===== src/rtl/wb_bus_monitor.sv =====
// Passive Wishbone classic-cycle protocol monitor: watches one slave port and
// reports handshake violations via sticky flags, saturating counters and first-error capture.
module wb_bus_monitor #(
  parameter int AW      = 32,
  parameter int DW      = 32,
  parameter int TIMEOUT = 16,
  parameter int CW      = 16
) (
  input  logic            wb_clk_i,
  input  logic            wb_rst_i,
  input  logic            en_i,
  input  logic            clr_i,
  input  logic            wb_cyc_i,
  input  logic            wb_stb_i,
  input  logic            wb_we_i,
  input  logic [AW-1:0]   wb_adr_i,
  input  logic [DW/8-1:0] wb_sel_i,
  input  logic [DW-1:0]   wb_dat_i,
  input  logic            wb_ack_i,
  output logic            busy_o,
  output logic            err_pulse_o,
  output logic [4:0]      err_flags_o,
  output logic [2:0]      first_err_code_o,
  output logic [AW-1:0]   first_err_adr_o,
  output logic [CW-1:0]   err_cnt_o,
  output logic [CW-1:0]   xfer_cnt_o
);

  localparam int SW = DW / 8;
  localparam int TW = $clog2(TIMEOUT + 1);

  typedef enum logic [1:0] {
    S_IDLE,
    S_WAIT,
    S_TMO
  } state_t;

  state_t         r_state;
  state_t         w_next_state;

  logic [TW-1:0]  r_wait_cnt;
  logic [TW-1:0]  w_wait_cnt_nxt;
  logic [AW-1:0]  r_adr;
  logic           r_we;
  logic [SW-1:0]  r_sel;
  logic [DW-1:0]  r_dat;

  logic           r_err_pulse;
  logic [4:0]     r_err_flags;
  logic [2:0]     r_first_code;
  logic [AW-1:0]  r_first_adr;
  logic [CW-1:0]  r_err_cnt;
  logic [CW-1:0]  r_xfer_cnt;

  logic           w_req;
  logic           w_unstable;
  logic           w_wait_last;
  logic [4:0]     w_err;
  logic           w_xfer;
  logic           w_capture;

  assign w_req      = wb_cyc_i & wb_stb_i;
  // Data only matters while the held request is a write.
  assign w_unstable = (wb_adr_i != r_adr) | (wb_we_i != r_we) | (wb_sel_i != r_sel) |
                      (r_we & (wb_dat_i != r_dat));
  // The first request edge loads wait_cnt=1, so edge N of a stalled request sees N-1.
  assign w_wait_last = (r_wait_cnt == TW'(TIMEOUT - 1));

  function automatic logic [2:0] lowest_code(input logic [4:0] errs);
    logic [2:0] code;
    code = '0;
    for (int k = 4; k >= 0; k--) begin
      if (errs[k]) code = 3'(k + 1);
    end
    return code;
  endfunction

  // NOTE: sequential state uses non-blocking assignments so every register
  // samples the pre-edge values, independent of process ordering.
  always_ff @(posedge wb_clk_i or posedge wb_rst_i) begin
    if (wb_rst_i) r_state <= S_IDLE;
    else          r_state <= w_next_state;
  end

  // NOTE: each combinational output is given a default before the case so no
  // path leaves it unassigned and a latch is never inferred.
  always_comb begin
    w_next_state = r_state;
    if (!en_i) begin
      w_next_state = S_IDLE;
    end else begin
      case (r_state)
        S_IDLE: if (w_req && !wb_ack_i) w_next_state = S_WAIT;
        S_WAIT: begin
          if (!w_req || wb_ack_i) w_next_state = S_IDLE;
          else if (w_wait_last)   w_next_state = S_TMO;
        end
        S_TMO:  if (!w_req || wb_ack_i) w_next_state = S_IDLE;
        default: w_next_state = S_IDLE;
      endcase
    end
  end

  always_comb begin
    w_err          = '0;
    w_xfer         = 1'b0;
    w_capture      = 1'b0;
    w_wait_cnt_nxt = r_wait_cnt;
    if (en_i) begin
      w_err[0] = wb_stb_i & ~wb_cyc_i;
      w_err[1] = wb_ack_i & ~w_req;
      case (r_state)
        S_IDLE: begin
          if (w_req && wb_ack_i) begin
            w_xfer = 1'b1;
          end else if (w_req) begin
            w_capture      = 1'b1;
            w_wait_cnt_nxt = TW'(1);
          end
        end
        S_WAIT: begin
          // Recapturing every sample makes each distinct change flag once.
          w_err[2]  = w_unstable;
          w_capture = 1'b1;
          if (!w_req)           w_err[4] = 1'b1;
          else if (wb_ack_i)    w_xfer   = 1'b1;
          else if (w_wait_last) w_err[3] = 1'b1;
          else                  w_wait_cnt_nxt = r_wait_cnt + TW'(1);
        end
        default: ;
      endcase
    end
  end

  always_ff @(posedge wb_clk_i or posedge wb_rst_i) begin
    if (wb_rst_i) begin
      r_wait_cnt   <= '0;
      r_adr        <= '0;
      r_we         <= 1'b0;
      r_sel        <= '0;
      r_dat        <= '0;
      r_err_pulse  <= 1'b0;
      r_err_flags  <= '0;
      r_first_code <= '0;
      r_first_adr  <= '0;
      r_err_cnt    <= '0;
      r_xfer_cnt   <= '0;
    end else begin
      r_wait_cnt <= w_wait_cnt_nxt;
      if (w_capture) begin
        r_adr <= wb_adr_i;
        r_we  <= wb_we_i;
        r_sel <= wb_sel_i;
        r_dat <= wb_dat_i;
      end
      if (clr_i) begin
        r_err_pulse  <= 1'b0;
        r_err_flags  <= '0;
        r_first_code <= '0;
        r_first_adr  <= '0;
        r_err_cnt    <= '0;
        r_xfer_cnt   <= '0;
      end else begin
        r_err_pulse <= |w_err;
        r_err_flags <= r_err_flags | w_err;
        if ((|w_err) && (r_err_cnt != {CW{1'b1}}))
          r_err_cnt <= r_err_cnt + CW'(1);
        if (w_xfer && (r_xfer_cnt != {CW{1'b1}}))
          r_xfer_cnt <= r_xfer_cnt + CW'(1);
        if ((|w_err) && (r_first_code == 3'd0)) begin
          r_first_code <= lowest_code(w_err);
          r_first_adr  <= wb_adr_i;
        end
      end
    end
  end

  assign busy_o           = (r_state != S_IDLE);
  assign err_pulse_o      = r_err_pulse;
  assign err_flags_o      = r_err_flags;
  assign first_err_code_o = r_first_code;
  assign first_err_adr_o  = r_first_adr;
  assign err_cnt_o        = r_err_cnt;
  assign xfer_cnt_o       = r_xfer_cnt;

endmodule

===== config.mk =====
export PLATFORM = sky130hd
export DESIGN_NAME = wb_bus_monitor
export DESIGN_NICKNAME = d
export VERILOG_FILES = /design/src/rtl/wb_bus_monitor.sv
export SDC_FILE = /design/constraint.sdc
export NUM_CORES = 1
export LEC_CHECK = 0
export CAP_MARGIN = 0
export CORE_MARGIN = 4
export CORE_UTILIZATION = 35
export CTS_BUF_LIST = sky130_fd_sc_hd__clkbuf_16
export CTS_CLUSTER_SIZE = 30
export DETAILED_ROUTE_END_ITERATION = 10
export PLACE_DENSITY = 0.59
export RECOVER_POWER = 25
export SYNTH_ARGS = -nofsm -noshare
export SYNTH_HDL_FRONTEND = slang
export SYNTH_SLANG_ARGS = --single-unit

===== constraint.sdc =====
create_clock -name wb_clk_i -period 4.4 [get_ports wb_clk_i]
set_clock_uncertainty 0.05 [all_clocks]
set_input_delay 0.44 -clock wb_clk_i [delete_from_list [all_inputs] [get_ports wb_clk_i]]
set_output_delay 0.44 -clock wb_clk_i [all_outputs]
set_load 0.02 [all_outputs]

== Word level (Yosys, flattened, before mapping) ==
Index checks and enable logic that the tools add are counted.
Storage, ports and cells
  word-level logic and storage cells: 102
  bits of input ports: 76
  flip-flop bits (word level): 149
Cells by class
  add/sub/neg operators: 3
  equal/unequal tests: 17
  bitwise gates (word level): 10
  reductions and logical operators: 18
  muxes and demuxes: 42
Operator list (number)
  16-bit two-way mux: 4
  32-bit two-way mux: 2
  32-bit != test: 2
  5-bit two-way mux: 7
  16-bit by 1-bit adder with 16-bit output, second input constant: 2
  16-bit != test, second input constant: 2
  3-bit two-way mux: 8
  1-bit two-way mux: 12
  2-bit two-way mux: 5
  2-bit != test, second input constant: 5
  5-bit case mux with 2 select lines: 1
  2-bit nonzero test: 5
  7-bit AND reduction: 1
  3-bit != test, second input constant: 2
  2-bit case mux with 3 select lines: 1
  5-bit by 1-bit adder with 5-bit output, second input constant: 1
  5-bit by 4-bit == test with 1-bit output, second input constant: 1
  1-bit logical AND: 5
  5-bit bitwise OR: 1
  5-bit OR reduction: 1
  1-bit bitwise AND: 4
  4-bit != test: 1
  4-bit != test, second input constant: 1
  1-bit case mux with 2 select lines: 2
  other kinds (10): 14

== Longest topological paths before layout ==
  depth in word-level cells: 13
  gate-level depth with buffers: 10
  gate-level depth less buffers: 9

== Worst setup path before layout ==
OpenSTA, ideal clock, no wires.
  kind: register to register
  start point: register r_wait_cnt[0]
  end point: register r_err_cnt[10] (netlist: err_cnt_o[10])
  library setup time: 128 ps
  stages on the path, launching flop included: 11
  path slack: 2100 ps
  data required time: 4222 ps
  data arrival time: 2122 ps
  period minus slack after synthesis: 2300 ps
  buffers on the path: 1
  cells stage by stage: dfrtp_1 -> ha_1 -> and3_1 -> ha_1 -> nor2b_1 -> o21ai_2 -> nand2_1 -> nor2_2 -> buf_4 -> a21oi_1 -> mux2_1
Between the ends
  word-level cells in the longest chain between the ends: 9
Ends and longest elaborated chain
  start: declaration: RTL line 41  | logic [TW-1:0] r_wait_cnt;
  start signal: assignment: RTL line 149  | r_wait_cnt <= w_wait_cnt_nxt;
  5-bit by 4-bit == test with 1-bit output: RTL line 67  | assign w_wait_last = (r_wait_cnt == TW'(TIMEOUT - 1));
  1-bit two-way mux: RTL line 127  | else if (w_wait_last) w_err[3] = 1'b1;
  1-bit two-way mux: RTL line 126  | else if (wb_ack_i) w_xfer = 1'b1;
  1-bit two-way mux: RTL line 125  | if (!w_req) w_err[4] = 1'b1;
  3-bit two-way mux: RTL line 112  | case (r_state)
  5-bit two-way mux: RTL line 109  | if (en_i) begin
  5-bit OR reduction: RTL line 166  | if ((|w_err) && (r_err_cnt != {CW{1'b1}}))
  1-bit logical AND: RTL line 166
  2-bit nonzero test (no line)
  end signal: assignment: RTL line 167  | r_err_cnt <= r_err_cnt + CW'(1);
  end: declaration: RTL line 52  | logic [CW-1:0] r_err_cnt;
Every way passes these cells.
A chain may end at the register's enable or synchronous reset.

== Final worst setup path ==
  start point: input clr_i
  end point: register r_first_adr[25] (netlist: first_err_adr_o[25])
Between the ends
  word-level cells in the longest chain between the ends: 1
Ends and longest elaborated chain
  start: declaration: RTL line 12  | input logic clr_i,
  32-bit two-way mux or 2-bit nonzero test (tied branches)
  end signal: assignment: RTL line 172  | r_first_adr <= wb_adr_i;
  end: declaration: RTL line 51  | logic [AW-1:0] r_first_adr;
Several ways; a longest one is shown, not always the timed one.

==> results.ini <==
[critical_path]
crit_fanout = 57
cp-start-kind = primary input
timing_worst_setup_path_type = primary input to flop
r2r_cells = 10
cp-end-kind = flop
cp_data_arrival_time_ns = 3.26
r2r_start = r_wait_cnt[0]$_DFFE_PP0P_
cp.required_ns = 4.66
rrSetupSlack_ns = 1.48
timing.rr.end = first_err_adr_o[25]$_DFFE_PP0P_

[synth]
synth-seq-area-share_pct = 52.69
synth_top_area_share_pct = 52.69
ys.warnings.count = 0
synth_nets = 673
yosysTopAreaCell = dfrtp_1
synth_area_um2 = 7077
avgSynthCellArea_um2 = 11.93
synth_cell_types = 44
ys_ff_latch = 149
synthTopCellsByArea = dfrtp_1, mux2_2, xnor2_1
yosys_most_used_dff = dfrtp_1
synth_cells = 593
synthArstFlopShare_pct = 100.0
synth_edf_count = 0

[final_layout]
diodes = 0
fin_nets = 820
ff_latch_area_um2 = 3729
fillCellCount = 1810
multi_input_area_um2 = 3208
area_delta_synth_final_pct = 33.17
stdcell_count = 1018
drive_gt1_share_pct = 17.93

[floorplanning]
dieArea_um2 = 22560
placementRows = 51
fp.dieH_um = 150.2
pin_count = 150
start_util_pct = 36.01
die_w_um = 150.2
core_area_um2 = 19650

[sta]
setup_viol = 0
rsz0062_at_grt = false
maxSlewHeadroom_pct = -57.18
tns_ns = 0
maxSlewViolCount = 101
worstMarginPinSlew_ns = 2.358
max_freq_mhz = 332.5
final_hold_viol_count = 0
finalCritPeriodShare_pct = 68.34
min_period_ns = 3.007

[run_status]
status = finished, violations left
failed_checks = capacitance limit, slew limit

[global_route]
grt_max_degree = 71
grt_usage_pct = 15.46
gr-total-overflow = 0
antenna_found_initial = 0
grt_pass1_wl_um = 27660
grt_pass1_vias = 5280

[power]
pwr-share-seq_pct = 44.4
intPower_uw = 2780
switching_share_pct = 27.69
clockPowerShare_pct = 37.5
power_density_nw_per_um2 = 407.9
ir_drop_mv = 0.2643
p_leak_uw = 0.003874
p_sw_uw = 1064
pwr-share-comb_pct = 18.1

[detailed_routing]
avgViaCountPerCell = 4.915
drc = 0
drt_iter0_markers = 265
detail-route-antenna-nets = 0
vias = 5003
drtPass1Iterations = 4
finalWirelength_um = 16900
wl_per_cell_um = 16.60

[clock_network]
htreeDepth = 4
clock-sinks = 149
ctsHoldBuffers = 0
post_cts_buffers = 0
clk_latency_ns = 0.42
cts_buffers = 17
cts_resized = 0
clk_pin_slew_ns = 0.07
cts_tree = yes
clk_path_buf_depth = 2
root_buffer = clkbuf_16

[place]
dp_cells = 986
port_buffers = 149
gp_congestion = 0.7669
dp_hpwl_um = 12190

[job]
max_cap_violations = 2

[worst_hold_path]
whs_path_depth = 1
min_from = first_err_adr_o[6]$_DFFE_PP0P_
min_to = first_err_adr_o[6]$_DFFE_PP0P_
hp-class = flop to flop

[worst max-delay path, cell delays in order]
cell	delay [ns]
clkbuf_1	1.66
nor4_1	0.28
a211o_1	0.33
buf_4	0.25
a22o_1	0.28
[cell usage after synthesis (2+ instances only)]
master / n
and2_1: 3
mux2i_1: 3
nand2_1: 17
and3_1: 8
a22o_1: 34
nor4_1: 6
mux2_2: 75
inv_1: 7
or3_1: 4
xnor2_1: 73
nor2_1: 47
and4_1: 6
a21oi_2: 7
nor3_1: 5
buf_1: 2
xor2_1: 9
ha_1: 4
a21boi_1: 2
nand4_1: 34
mux2_4: 7
nor2b_1: 19
mux2_1: 2
dfrtp_1: 149
nand3_1: 9
clkbuf_1: 13
o21ai_0: 6
a21oi_1: 16
buf_2: 10
[power groups by stage]
| stage | combinational [uW] | clock [uW] | sequential, uW |
|---|---|---|---|
| 2_1_floorplan | 435 | 0 | 1740 |
| 3_3_place_gp | 688 | 0 | 1720 |
| 3_5_place_dp | 706 | 0 | 1730 |
| 4_1_cts | 710 | 1480 | 1710 |
| 5_1_grt | 769 | 1540 | 1730 |
| 6_report | 697 | 1440 | 1710 |
[worst max path at each step]
stage,startpoint,endpoint,slack (ns)
global route,clr_i,first_err_adr_o[8]$_DFFE_PP0P_,1.08
detailed placement,wb_dat_i[30],first_err_adr_o[23]$_DFFE_PP0P_,0.98
CTS,wb_dat_i[30],first_err_adr_o[25]$_DFFE_PP0P_,1.42
finish,clr_i,first_err_adr_o[25]$_DFFE_PP0P_,1.39
floorplan,wb_rst_i,err_cnt_o[0]$_DFFE_PP0P_,2.04
global placement,wb_adr_i[19],first_err_adr_o[29]$_DFFE_PP0P_,1.03
[cell type report]
class / instances / area share (%)
clock inverters: 15 / 1.699
inverters: 7 / 0.2921
well taps: 265 / 3.518
flip-flops and latches: 149 / 39.56
multi-input cells: 410 / 34.04
clock buffers: 17 / 4.514
repair buffers: 155 / 16.37
[layout by cell type, fill, tap and decap left out, types with 4 or more instances in the layout]
| master | Yosys | final |
|---|---|---|
| xor2_1 | 9 | 9 |
| nor4_1 | 6 | 6 |
| nand2_1 | 17 | 17 |
| or3_1 | 4 | 4 |
| nand3_1 | 9 | 9 |
| nor2_1 | 47 | 47 |
| clkdlybuf4s50_1 | 0 | 146 |
| clkbuf_16 | 0 | 17 |
| o21ai_0 | 6 | 6 |
| a21oi_2 | 7 | 7 |
| and3_1 | 8 | 8 |
| nand4_1 | 34 | 34 |
| a22o_1 | 34 | 34 |
| mux2_4 | 7 | 7 |
| xnor2_1 | 73 | 73 |
| nor3_1 | 5 | 5 |
| mux2_2 | 75 | 75 |
| inv_1 | 7 | 6 |
| dfrtp_1 | 149 | 149 |
| a21oi_1 | 16 | 16 |
| inv_6 | 0 | 7 |
| and4_1 | 6 | 6 |
| ha_1 | 4 | 4 |
| nor2b_1 | 19 | 19 |
| buf_4 | 1 | 5 |
[state kept, by name, summed over array words and instances (netlist names)]
register          flops
err_cnt_o            16
err_flags_o           5
err_pulse_o           1
first_err_adr_o      32
first_err_code_o      3
r_adr                32
r_dat                32
r_sel                 4
r_state               2
r_wait_cnt            5
r_we                  1
xfer_cnt_o           16
[cells by family after synthesis]
kind of cell,after synthesis,share of synthesized area [%]
DFF,149,52.69
AOI/OAI and AO/OA,73,7.868
buffers and inverters,34,2.140
muxes,87,14.16
xor gates and xnor gates,82,10.15
and+or+nand+nor,164,12.29
adders and majority gates,4,0.7072
[through the flow]
stage                     hold slack, ns  setup slack, ns  power (uW)  util, %  cell area [um2]
after detailed placement          0.4435           0.9779        2436    44.99             8842
after CTS                         0.4626            1.416        3893    47.97             9428
after floorplan                   0.4466            2.035        2173        -             7081
after global routing              0.4744            1.081        4037    47.95             9424
final                             0.4581            1.393        3844    47.95             9424
after global placement            0.4426            1.034        2408    44.99             8842
[layer usage]
metal	vias to the layer above	track usage, %	part of all wire, %
met3	15	3.552	4.0
met1	2486	20.70	46
li1	2402	-	-
met5	-	0	0
met2	100	25.19	49
met4	0	4.483	1.2
No activity file was read; power rests on OpenSTA's default activity.
